$ cat config.mk
export PLATFORM = sky130hd
export DESIGN_NAME = trigger_monitor
export DESIGN_NICKNAME = d
export VERILOG_FILES = /design/src/rtl/trigger_monitor_pkg.sv /design/src/rtl/sat_counter.sv /design/src/rtl/trigger_monitor.sv
export SDC_FILE = /design/constraint.sdc
export NUM_CORES = 1
export LEC_CHECK = 0
export ABC_CLOCK_PERIOD_IN_PS = 3250
export BUFFER_PORTS_ARGS = -buffer_cell sky130_fd_sc_hd__buf_2
export CAP_MARGIN = 20
export CORE_MARGIN = 2
export CORE_UTILIZATION = 55
export DETAILED_ROUTE_END_ITERATION = 12
export GPL_TIMING_DRIVEN = 0
export PLACE_DENSITY = 0.79
export SLEW_MARGIN = 10
export SYNTH_ARGS = -nofsm -noshare
export SYNTH_HDL_FRONTEND = slang
export SYNTH_SLANG_ARGS = --single-unit
$ cat constraint.sdc
create_clock -name clk_i -period 3.25 [get_ports clk_i]
set_clock_uncertainty 0.05 [all_clocks]
set_input_delay 0.65 -clock clk_i [delete_from_list [all_inputs] [get_ports clk_i]]
set_output_delay 0.65 -clock clk_i [all_outputs]
set_load 0.01 [all_outputs]
$ cat src/rtl/trigger_monitor_pkg.sv
// Shared types for the trigger monitor: FSM state encoding and default widths.
package trigger_monitor_pkg;

  typedef enum logic [1:0] {
    DISABLED   = 2'd0,
    WAIT_FIRST = 2'd1,
    MEASURE    = 2'd2,
    ALERT      = 2'd3
  } mon_state_t;

  localparam int unsigned DEF_CNT_BITS    = 16;
  localparam int unsigned DEF_PERIOD_BITS = 32;

endpackage

$ cat src/rtl/sat_counter.sv
// Saturating up-counter with sync clear, load-one and increment (priority in that order).
module sat_counter #(
  parameter int unsigned W = 8
) (
  input  logic         clk_i,
  input  logic         rstn_i,
  input  logic         clr_i,
  input  logic         load_one_i,
  input  logic         inc_i,
  output logic [W-1:0] cnt_o,
  output logic         at_max_o
);

  logic [W-1:0] cnt_d, cnt_q;

  assign at_max_o = &cnt_q;
  assign cnt_o    = cnt_q;

  always_comb begin
    cnt_d = cnt_q;
    if (clr_i) begin
      cnt_d = '0;
    end else if (load_one_i) begin
      cnt_d = {{(W-1){1'b0}}, 1'b1};
    end else if (inc_i && !at_max_o) begin
      cnt_d = cnt_q + {{(W-1){1'b0}}, 1'b1};
    end
  end

  always_ff @(posedge clk_i or negedge rstn_i) begin
    if (!rstn_i) cnt_q <= '0;
    else         cnt_q <= cnt_d;
  end

endmodule

$ cat src/rtl/trigger_monitor.sv
// Counts 1->0 edges of trigger_i, measures the interval between them, raises a level IRQ
// at a programmable count and offers a 4-phase req/ack snapshot of {count, period}.
module trigger_monitor
  import trigger_monitor_pkg::*;
#(
  parameter int unsigned CNT_BITS    = DEF_CNT_BITS,
  parameter int unsigned PERIOD_BITS = DEF_PERIOD_BITS
) (
  input  logic                   clk_i,
  input  logic                   rstn_i,
  input  logic                   trigger_i,
  input  logic                   en_i,
  input  logic                   clear_i,
  input  logic [CNT_BITS-1:0]    threshold_i,
  input  logic                   irq_clr_i,
  input  logic                   snap_req_i,
  output logic                   snap_ack_o,
  output logic [CNT_BITS-1:0]    snap_cnt_o,
  output logic [PERIOD_BITS-1:0] snap_period_o,
  output logic [CNT_BITS-1:0]    event_cnt_o,
  output logic [PERIOD_BITS-1:0] last_period_o,
  output logic                   irq_o,
  output logic                   overflow_o
);

  mon_state_t state_d, state_q;
  logic prev_d, prev_q;
  logic overflow_d, overflow_q;
  logic [PERIOD_BITS-1:0] last_period_d, last_period_q;
  logic [PERIOD_BITS-1:0] period_cnt;
  logic [CNT_BITS-1:0] cnt, cnt_inc;
  logic cnt_at_max, per_at_max;
  logic snap_ack_d, snap_ack_q;
  logic [CNT_BITS-1:0] snap_cnt_d, snap_cnt_q;
  logic [PERIOD_BITS-1:0] snap_period_d, snap_period_q;

  logic evt, counting, in_measure, acc_evt;

  assign prev_d     = trigger_i;
  assign evt        = prev_q & ~trigger_i;
  assign counting   = en_i && (state_q != DISABLED);
  assign in_measure = (state_q == MEASURE) || (state_q == ALERT);
  // An event is only taken when the monitor is running and not being cleared.
  assign acc_evt    = counting && evt && !clear_i;
  assign cnt_inc    = cnt_at_max ? cnt : cnt + {{(CNT_BITS-1){1'b0}}, 1'b1};

  sat_counter #(.W(CNT_BITS)) u_evt_cnt (
    .clk_i      (clk_i),
    .rstn_i     (rstn_i),
    .clr_i      (clear_i),
    .load_one_i (1'b0),
    .inc_i      (acc_evt),
    .cnt_o      (cnt),
    .at_max_o   (cnt_at_max)
  );

  sat_counter #(.W(PERIOD_BITS)) u_period_cnt (
    .clk_i      (clk_i),
    .rstn_i     (rstn_i),
    .clr_i      (clear_i),
    .load_one_i (acc_evt),
    .inc_i      (en_i && in_measure && !per_at_max),
    .cnt_o      (period_cnt),
    .at_max_o   (per_at_max)
  );

  always_comb begin
    overflow_d    = overflow_q;
    last_period_d = last_period_q;
    if (clear_i) begin
      overflow_d    = 1'b0;
      last_period_d = '0;
    end else if (acc_evt) begin
      if (cnt_at_max) overflow_d = 1'b1;
      if (in_measure) last_period_d = period_cnt;
    end
  end

  always_comb begin
    state_d = state_q;
    if (!en_i) begin
      state_d = DISABLED;
    end else if (clear_i) begin
      state_d = WAIT_FIRST;
    end else begin
      case (state_q)
        DISABLED:   state_d = WAIT_FIRST;
        WAIT_FIRST: if (evt) state_d = MEASURE;
        MEASURE:    if (evt && (threshold_i != '0) && (cnt_inc == threshold_i)) state_d = ALERT;
        ALERT:      if (irq_clr_i) state_d = MEASURE;
        default:    state_d = DISABLED;
      endcase
    end
  end

  // Snapshot captures the values before any same-cycle event update.
  always_comb begin
    snap_ack_d    = snap_ack_q;
    snap_cnt_d    = snap_cnt_q;
    snap_period_d = snap_period_q;
    if (snap_req_i && !snap_ack_q) begin
      snap_ack_d    = 1'b1;
      snap_cnt_d    = cnt;
      snap_period_d = last_period_q;
    end else if (!snap_req_i) begin
      snap_ack_d    = 1'b0;
    end
  end

  always_ff @(posedge clk_i or negedge rstn_i) begin
    if (!rstn_i) begin
      state_q       <= DISABLED;
      prev_q        <= 1'b1;
      overflow_q    <= 1'b0;
      last_period_q <= '0;
      snap_ack_q    <= 1'b0;
      snap_cnt_q    <= '0;
      snap_period_q <= '0;
    end else begin
      state_q       <= state_d;
      prev_q        <= prev_d;
      overflow_q    <= overflow_d;
      last_period_q <= last_period_d;
      snap_ack_q    <= snap_ack_d;
      snap_cnt_q    <= snap_cnt_d;
      snap_period_q <= snap_period_d;
    end
  end

  assign event_cnt_o   = cnt;
  assign last_period_o = last_period_q;
  assign irq_o         = (state_q == ALERT);
  assign overflow_o    = overflow_q;
  assign snap_ack_o    = snap_ack_q;
  assign snap_cnt_o    = snap_cnt_q;
  assign snap_period_o = snap_period_q;

endmodule

==> impl_metrics.ini, run 1 <==
[power]
netSwitchingFraction = 0.214
power_density_nw_per_um2 = 482
switching_power_w = 0.000799
power.share.sequential = 0.447
p_int_w = 0.00293
p_comb_frac = 0.039
total_power_w = 0.00373
clockPowerShare = 0.514
power.leakage_nw = 3.73
vdd_drop_max_mv = 0.366

[timing]
fin_setup_tns_ns = 0
setup_violations = 0
rsz0062_at_grt = false
finalCritPeriodShare = 0.861
tightest_slew_ns = 0.820
fmax_mhz = 357
drv_slew = 0
hold_viol_final = 0
fin_ws_ns = 0.451
fin_crit_ns = 2.80
relSlewSlack = 0.447

[synthesis]
synthFlopType = dfrtp_1
synth_area_um2 = 6340
synth_area_leaders = dfrtp_1, mux2_2, nand2_1
synth_area_leader_cell = dfrtp_1
yosys_warnings = 0
async_reset_ff_frac = 1.00
netlist.area_leader.share = 0.521
synth_edf_count = 0
yosysUniqueCellTypes = 52
synth.avg_cell_area_um2 = 10.2
synth-seq-cells = 133
synth_nets = 644
ys_seq_area_frac = 0.525
synthCells = 619

[floorplanning]
start_util = 0.560
io_pins = 122
rows = 39
die_w_um = 111
die_height_um = 111
dieArea_um2 = 12400
core_area_um2 = 11300

[clock_tree]
htree_num_levels = 4
clock_latency_ns = 0.42
cts_made_buffers = 17
postCtsSetupRepairBufs = 0
cts.path.max_buffers = 2
tritoncts = built
hold_buffers = 0
clk_pin_slew_ns = 0.06
post_cts_resized = 0
clockRootBuffer = clkbuf_16
cts_sinks = 133

[routing]
drtPass1Iterations = 5
viasPerCell = 5.67
avgRoutedWirePerCell_um = 17.1
drc = 0
drt-initial-drc-count = 248
ant_nets = 0
vias = 5187
routed_wl_mm = 15.7

[cells_and_area]
final_common_cell = dfrtp_1
nFillCells = 864
drive_above_1_share = 0.291
diodes = 0
finish.utilization = 0.683
final_nets = 784
syn2layout_area_growth_pct = 22.1
layout_common_cells = dfrtp_1, buf_2, nand2_1

[global_routing]
grt_pass1_wl_mm = 25.9
track_usage = 0.264
antenna_found_initial = 0
grt_max_degree = 73
grt_pass1_vias = 5216
gr-total-overflow = 0

[placed_design]
finalWeightedCongestion = 0.894
dp_hpwl_mm = 11.3
dp_slack_ns = 0.491
port_buffers = 120

[worst_setup_path]
cp.arrival_ns = 3.06
crit_start = u_evt_cnt.cnt_o[0]
r2r_end = state_q[0]
crit_path_cell_trace = ha_1 -> nand3_1 -> nor4_1 -> buf_2 -> nor2_1 -> mux2_2 -> a22oi_1 -> nor3_1 -> a31o_2
r2r_start = u_evt_cnt.cnt_o[0]
path_max_fanout = 10
path_class = reg2reg
crit_path_max_incr_delay_ns = 0.53
endpoint_kind = flip-flop
cp.required_ns = 3.51
r2r_cells = 9
critPathLaunchType = flip-flop
crit_path_top_delay_cell = dfrtp_1
regToRegSetupSlack_ns = 0.45

[flow_run]
maxCapViolations = 0

[min_path]
holdCritPathClass = in2async

[status]
status = completed
==> synthesized netlist by cell type (5+ instances only) <==
cell and n:
clkbuf_1 26, a21oi_1 50, and3_1 6, dfrtp_1 132, nand4_1 13, xnor2_1 30, inv_1 6, nor3_1 17
mux2_2 49, nand2b_1 5, o21ai_0 13, xor2_1 26, buf_2 8, nand3_1 21, nor2_1 52, nand2_1 94
nor4_1 8, or3_2 7, and4_1 6, mux2i_1 5
==> worst max-delay path, delay by kind of cell (launching register included) <==
kind,cells,cell delay (ns)
buffers and inverters,1,0.30
flip-flops,1,0.53
AO/OA/AOI/OAI,2,0.40
multiplexers,1,0.26
AND/OR/NAND/NOR,4,0.83
adder cells (fa/ha/maj),1,0.30
==> per-stage QoR <==
stage                     hold WS, ns  area, µm²  cells
after detailed placement        0.430       7150    883
final                           0.167       7740    915
after CTS                       0.175       7740    915
after global placement          0.418       7120    882
after floorplan                 0.304       6340    619
after global routing            0.210       7740    915
==> final cells by class <==
| type | count | area, µm² | area share |
|---|---|---|---|
| Sequential cell | 133 | 3330 | 0.430 |
| Multi-Input combinational cell | 443 | 2830 | 0.366 |
| Timing Repair Buffer | 121 | 634 | 0.0820 |
| Clock buffer | 23 | 458 | 0.0592 |
| Tap cell | 143 | 179 | 0.0231 |
| Buffer | 37 | 158 | 0.0204 |
| Clock inverter | 9 | 128 | 0.0165 |
| Inverter | 6 | 22.5 | 0.00291 |
==> flip-flops by register name, indices dropped and copies added (netlist names) <==
signal,flops
snap_cnt_o,16
u_period_cnt.cnt_o,32
u_evt_cnt.cnt_o,16
state_q,2
snap_period_o,32
snap_ack_o,1
last_period_o,32
overflow_o,1
prev_q,1
==> cell families after synthesis <==
| logic type | count (synthesis) | synth area share |
|---|---|---|
| simple gates | 244 | 0.186 |
| flops | 133 | 0.525 |
| compound gates | 87 | 0.0837 |
| xor+xnor | 56 | 0.0774 |
| mux | 54 | 0.0950 |
| buf+inv | 43 | 0.0284 |
| fa+ha+maj | 2 | 0.00395 |
==> metal layers <==
| layer | share of wire | global-route usage | up-vias | wire length (µm) |
|---|---|---|---|---|
| met5 | 0 | 0 | - | 0 |
| met4 | 0.022 | 0.129 | 0 | 349 |
| met3 | 0.060 | 0.0544 | 31 | 941 |
| met2 | 0.50 | 0.451 | 193 | 7890 |
| met1 | 0.41 | 0.322 | 2520 | 6500 |
| li1 | - | - | 2443 | - |
==> power by group through the flow <==
stage	clock network, W	registers [W]	logic (W)
floorplan	0	0.00170	0.0000641
global placement	0	0.00170	0.000141
detailed placement	0	0.00170	0.000150
CTS	0.00194	0.00167	0.000150
global route	0.00202	0.00167	0.000164
finish	0.00192	0.00167	0.000147
==> worst max path at each step <==
stage | to | cells past startpoint
after floorplan | state_q[0] | 9
after CTS | state_q[0] | 9
after global placement | overflow_o | 1
after detailed placement | state_q[0] | 9
after global routing | state_q[0] | 9
final | state_q[0] | 9
No activity file was read; power rests on OpenSTA's default activity.
==> run 2: changes to the inputs <==
- CELL_PAD_IN_SITES_DETAIL_PLACEMENT: default -> 1
- CELL_PAD_IN_SITES_GLOBAL_PLACEMENT: default -> 1
- CORE_MARGIN: 2 -> 5
- CORE_UTILIZATION: 55 -> 43
- PLACE_DENSITY: 0.79 -> default
- PLACE_DENSITY_LB_ADDON: default -> 0.1
- REMOVE_ABC_BUFFERS: default -> 1
==> impl_metrics.ini, run 2 (same netlist as run 1, synthesis figures left out) <==
[clock_tree]
clock_latency_ns = 0.42
postCtsSetupRepairBufs = 0
htree_num_levels = 4
clk_pin_slew_ns = 0.06
cts_made_buffers = 17
tritoncts = built
cts_sinks = 133
post_cts_resized = 0
cts.path.max_buffers = 2
hold_buffers = 0
clockRootBuffer = clkbuf_16

[placed_design]
port_buffers = 121
dp.cells = 893
dp_slack_ns = 0.338
dp_hpwl_mm = 11.7
finalWeightedCongestion = 0.856

[floorplanning]
dieArea_um2 = 17300
start_util = 0.438
die_w_um = 131
die_height_um = 131
core_area_um2 = 14500
io_pins = 122
rows = 44

[global_routing]
grt_pass1_vias = 5367
grt_max_degree = 83
grt_pass1_wl_mm = 28.1
antenna_found_initial = 1
gr-total-overflow = 0
track_usage = 0.199

[worst_setup_path]
endpoint_kind = flip-flop
path_max_fanout = 8
cp_top_family = simple AND/OR/NAND/NOR gates
cp.arrival_ns = 3.20
cp.depth = 9
crit_path_cell_trace = ha_1 -> nand3_1 -> nor4_2 -> buf_4 -> nor3b_1 -> a21oi_1 -> o21ai_0 -> nor4_1 -> a31o_2
cp.required_ns = 3.56
crit_path_max_incr_delay_ns = 0.60
path_class = reg2reg
crit_buf_inv = 1
r2r_cells = 9
critPathLaunchType = flip-flop
crit_path_top_delay_cell = nor4_2

[power]
power_density_nw_per_um2 = 507
power.share.sequential = 0.421
power.leakage_nw = 3.72
clockPowerShare = 0.541
p_comb_frac = 0.038
switching_power_w = 0.000847
total_power_w = 0.00396
vdd_drop_max_mv = 0.304
netSwitchingFraction = 0.214
p_int_w = 0.00311

[cells_and_area]
layout_common_cells = dfrtp_1, buf_2, nand2_1
final_nets = 754
syn2layout_area_growth_pct = 23.4
drive_above_1_share = 0.307
nFillCells = 1630
finish.utilization = 0.540
final_common_cell = dfrtp_1
diodes = 0
layout.cells.non_filler = 926

[timing]
setup_violations = 0
drv_slew = 0
tightest_slew_ns = 0.860
relSlewSlack = 0.419
finalCritPeriodShare = 0.891
holdWs_ns = 0.120
fin_ws_ns = 0.353
fmax_mhz = 345
fin_crit_ns = 2.90
rsz0062_at_grt = false
hold_viol_final = 0

[routing]
drt-initial-drc-count = 227
routed_wl_mm = 16.6
viasPerCell = 5.45
vias = 5046
drtPass1Iterations = 4
avgRoutedWirePerCell_um = 17.9
ant_nets = 0
drc = 0

[flow_run]
maxCapViolations = 0

[status]
status = completed

[min_path]
holdCritPathClass = in2async
run 2: cell types whose count changed in the layout (fill, tap and decap cells not counted), moves of 2 or more:
| cell | delta |
|---|---|
| clkbuf_1 | -30 |
| buf_2 | -7 |
| clkinvlp_4 | +3 |
| buf_12 | +2 |
| buf_8 | +2 |
| bufinv_16 | +2 |
| clkinv_2 | -2 |
run 2: final timing paths:
kind	from	to	slack (ns)
worst max-delay path	u_evt_cnt.cnt_o[0]	state_q[0]	0.35
worst min-delay path	rstn_i	last_period_o[14]	0.12
worst max register to register	u_evt_cnt.cnt_o[0]	state_q[0]	0.35
worst min register to register	snap_period_o[13]	snap_period_o[13]	0.45
max in group asynchronous	rstn_i	prev_q	2.24
min in group clk_i	trigger_i	prev_q	0.29
run 2: cell type report:
cell class / instances / area, µm² / area share
flip-flops and latches: 133 / 3330 / 0.426
well taps: 184 / 230 / 0.0294
multi-input cells: 443 / 2840 / 0.363
clock buffers: 20 / 457 / 0.0584
inverters: 6 / 22.5 / 0.00288
repair buffers: 128 / 744 / 0.0952
clock inverters: 12 / 200 / 0.0256
run 2: worst register-to-register path, stage by stage (launching register included):
cell and delay (ns):
dfrtp_1 0.55, ha_1 0.33, nand3_1 0.21, nor4_2 0.60, buf_4 0.27, nor3b_1 0.06
a21oi_1 0.13, o21ai_0 0.10, nor4_1 0.33, a31o_2 0.21
run 2: layer usage:
metal | share of wire | wire, µm | global-route usage | vias to the layer above
li1 | - | - | - | 2367
met5 | 0.00078 | 13 | 0 | -
met2 | 0.51 | 8380 | 0.336 | 126
met3 | 0.051 | 850 | 0.0516 | 24
met4 | 0.020 | 324 | 0.0646 | 2
met1 | 0.42 | 7020 | 0.249 | 2527
run 2: metrics by stage:
stage / area [µm²] / setup TNS (ns)
final: 7820 / 0
after global routing: 7820 / 0
after CTS: 7800 / 0
after detailed placement: 7140 / 0
after global placement: 7020 / -56.06
after floorplan: 6180 / 0
run 2: power by group through the flow:
stage               Sequential, W  Combinational [W]  Clock (W)
floorplan                 0.00170          0.0000532          0
finish                    0.00167           0.000151    0.00214
detailed placement        0.00170           0.000152          0
global route              0.00167           0.000171    0.00228
CTS                       0.00167           0.000153    0.00219
global placement          0.00170           0.000140          0
==> run 3: changes to the inputs <==
- BUFFER_PORTS_ARGS: -buffer_cell sky130_fd_sc_hd__buf_2 -> -buffer_cell sky130_fd_sc_hd__buf_4
- SYNTH_HIERARCHICAL: default -> 1
==> impl_metrics.ini, run 3 <==
[synthesis]
synthCells = 609
synth_area_um2 = 6440
ys_seq_area_frac = 0.517
synth.avg_cell_area_um2 = 10.6
synth.mux.area_fraction = 0.0888
yosysUniqueCellTypes = 68
synth-seq-cells = 133
async_reset_ff_frac = 1.00
synthFlopType = dfrtp_1
synth_top_family_by_area = simple AND/OR/NAND/NOR gates
synth_area_leader_cell = dfrtp_1
synthAdderAreaFrac = 0.00583
yosys_warnings = 6
yosysMostFrequentCell = dfrtp_1
synth_common_cells = dfrtp_1, nand2_1, a21oi_1
netlist.area_leader.share = 0.513
synth_compound_area_frac = 0.129
synth_edf_count = 0
synth_area_leaders = dfrtp_1, mux2_2, a21oi_1
synthXorXnorAreaFrac = 0.0367
synth-simple-area-share = 0.189

[power]
power.share.sequential = 0.422
p_comb_frac = 0.040
p_int_w = 0.00312
clockPowerShare = 0.538
power.leakage_nw = 3.67
vdd_drop_max_mv = 0.360
netSwitchingFraction = 0.211
power_density_nw_per_um2 = 480
switching_power_w = 0.000836
total_power_w = 0.00396

[routing]
avgRoutedWirePerCell_um = 19.2
ant_nets = 0
drt-initial-drc-count = 205
drc = 0
routed_wl_mm = 17.8
drtPass1Iterations = 4
vias = 5364
viasPerCell = 5.79

[timing]
finalCritPeriodShare = 0.937
rsz0062_at_grt = false
tightest_slew_ns = 0.850
fmax_mhz = 328
setup_violations = 0
fin_setup_tns_ns = 0
fin_crit_ns = 3.05
drv_slew = 0
relSlewSlack = 0.433
hold_viol_final = 0

[global_routing]
track_usage = 0.205
antenna_found_initial = 0
grt_pass1_vias = 5790
grt_pass1_wl_mm = 29.6
grt_max_degree = 69
gr-total-overflow = 0

[cells_and_area]
drive_above_1_share = 0.319
syn2layout_area_growth_pct = 27.9
final_nets = 755
finish.utilization = 0.564
final_common_cell = dfrtp_1
layout_common_cells = dfrtp_1, buf_4, nand2_1
diodes = 0
nFillCells = 1597

[placed_design]
finalWeightedCongestion = 0.796
dp_hpwl_mm = 12.2
port_buffers = 121

[floorplanning]
rows = 44
die_height_um = 132
core_area_um2 = 14600
start_util = 0.441
dieArea_um2 = 17500
die_w_um = 132
io_pins = 122

[clock_tree]
cts.path.max_buffers = 2
clock_latency_ns = 0.42
cts_made_buffers = 17
clockRootBuffer = clkbuf_16
tritoncts = built
clk_pin_slew_ns = 0.06
cts_sinks = 133
hold_buffers = 0
htree_num_levels = 4

[worst_setup_path]
regToRegSetupSlack_ns = 0.20
endpoint_kind = flip-flop
path_class = reg2reg
cp.arrival_ns = 3.33
r2r_start = prev_q
path_max_fanout = 9
critPathLaunchType = flip-flop
crit_start = prev_q
cp.required_ns = 3.53

[min_path]
holdCritPathClass = in2async

[flow_run]
maxCapViolations = 0

[status]
status = completed
[run 3: changes by cell type after synthesis, sizes merged, moves of 9 or more]
cell	previous run	this run
xnor2	30	13
o31ai	0	12
inv	6	15
or3	7	24
o21ai	13	26
or4	1	12
clkbuf	27	17
nor2	52	26
a22o	0	16
xor2	26	14
nand2	94	60
[run 3: final cells by class]
class / count / area [µm²] / share of cell area
sequential: 133 / 3330 / 0.404
multi-input combinational: 434 / 2960 / 0.359
timing repair buffer: 128 / 1000 / 0.122
clock buffer: 19 / 453 / 0.0550
tap: 184 / 230 / 0.0280
clock inverter: 13 / 204 / 0.0248
inverter: 15 / 56.3 / 0.00684
[run 3: what timing repair did]
item	4_1_cts	5_1_grt
setup buffers	0	3
pin swaps	0	3
endpoints found under the setup margin	9	12
resized for setup	4	5
[run 3: cell families after synthesis]
group / Yosys count
compound gates: 130
xor+xnor: 27
fa+ha+maj: 3
buf+inv: 44
flops: 133
mux: 51
other cells: 1
simple gates: 220
[run 3: critical path, stage by stage (launching register included)]
cell	delay, ns
dfstp_2	0.52
nor2b_1	0.24
nand2_1	0.19
nor3_4	0.38
nand4_1	0.28
or3_1	0.54
or4_1	0.57
a21oi_1	0.19
[run 3: worst paths after layout]
path	cells after the start	end
worst max-delay path	7	u_evt_cnt/cnt_o[15]
worst min-delay path	1	snap_period_o[12]
worst max register to register	7	u_evt_cnt/cnt_o[15]
worst min register to register	1	snap_period_o[28]
max in group asynchronous	2	prev_q
min in group clk_i	1	snap_ack_o
[run 3: per-layer routing]
| metal | up-vias | wire [µm] | track usage |
|---|---|---|---|
| li1 | 2488 | - | - |
| met1 | 2743 | 7510 | 0.246 |
| met2 | 113 | 9330 | 0.368 |
| met3 | 20 | 679 | 0.0427 |
| met4 | 0 | 242 | 0.0617 |
| met5 | - | 0 | 0 |
[run 3: power by group through the flow]
stage	Clock (W)	Sequential [W]	Combinational, W
finish	0.00213	0.00167	0.000160
global route	0.00225	0.00167	0.000178
CTS	0.00217	0.00167	0.000163
detailed placement	0	0.00170	0.000162
global placement	0	0.00170	0.000150
floorplan	0	0.00170	0.0000601
[run 3: through the flow]
step,cells,setup slack (ns),instance area [µm²],hold WS [ns]
after floorplan,582,-0.141,6290,0.304
final,926,0.204,8240,0.172
after CTS,923,-0.239,8190,0.200
after detailed placement,891,-0.550,7510,0.448
after global placement,887,-1.22,7430,0.441
after global routing,926,0.000686,8240,0.230
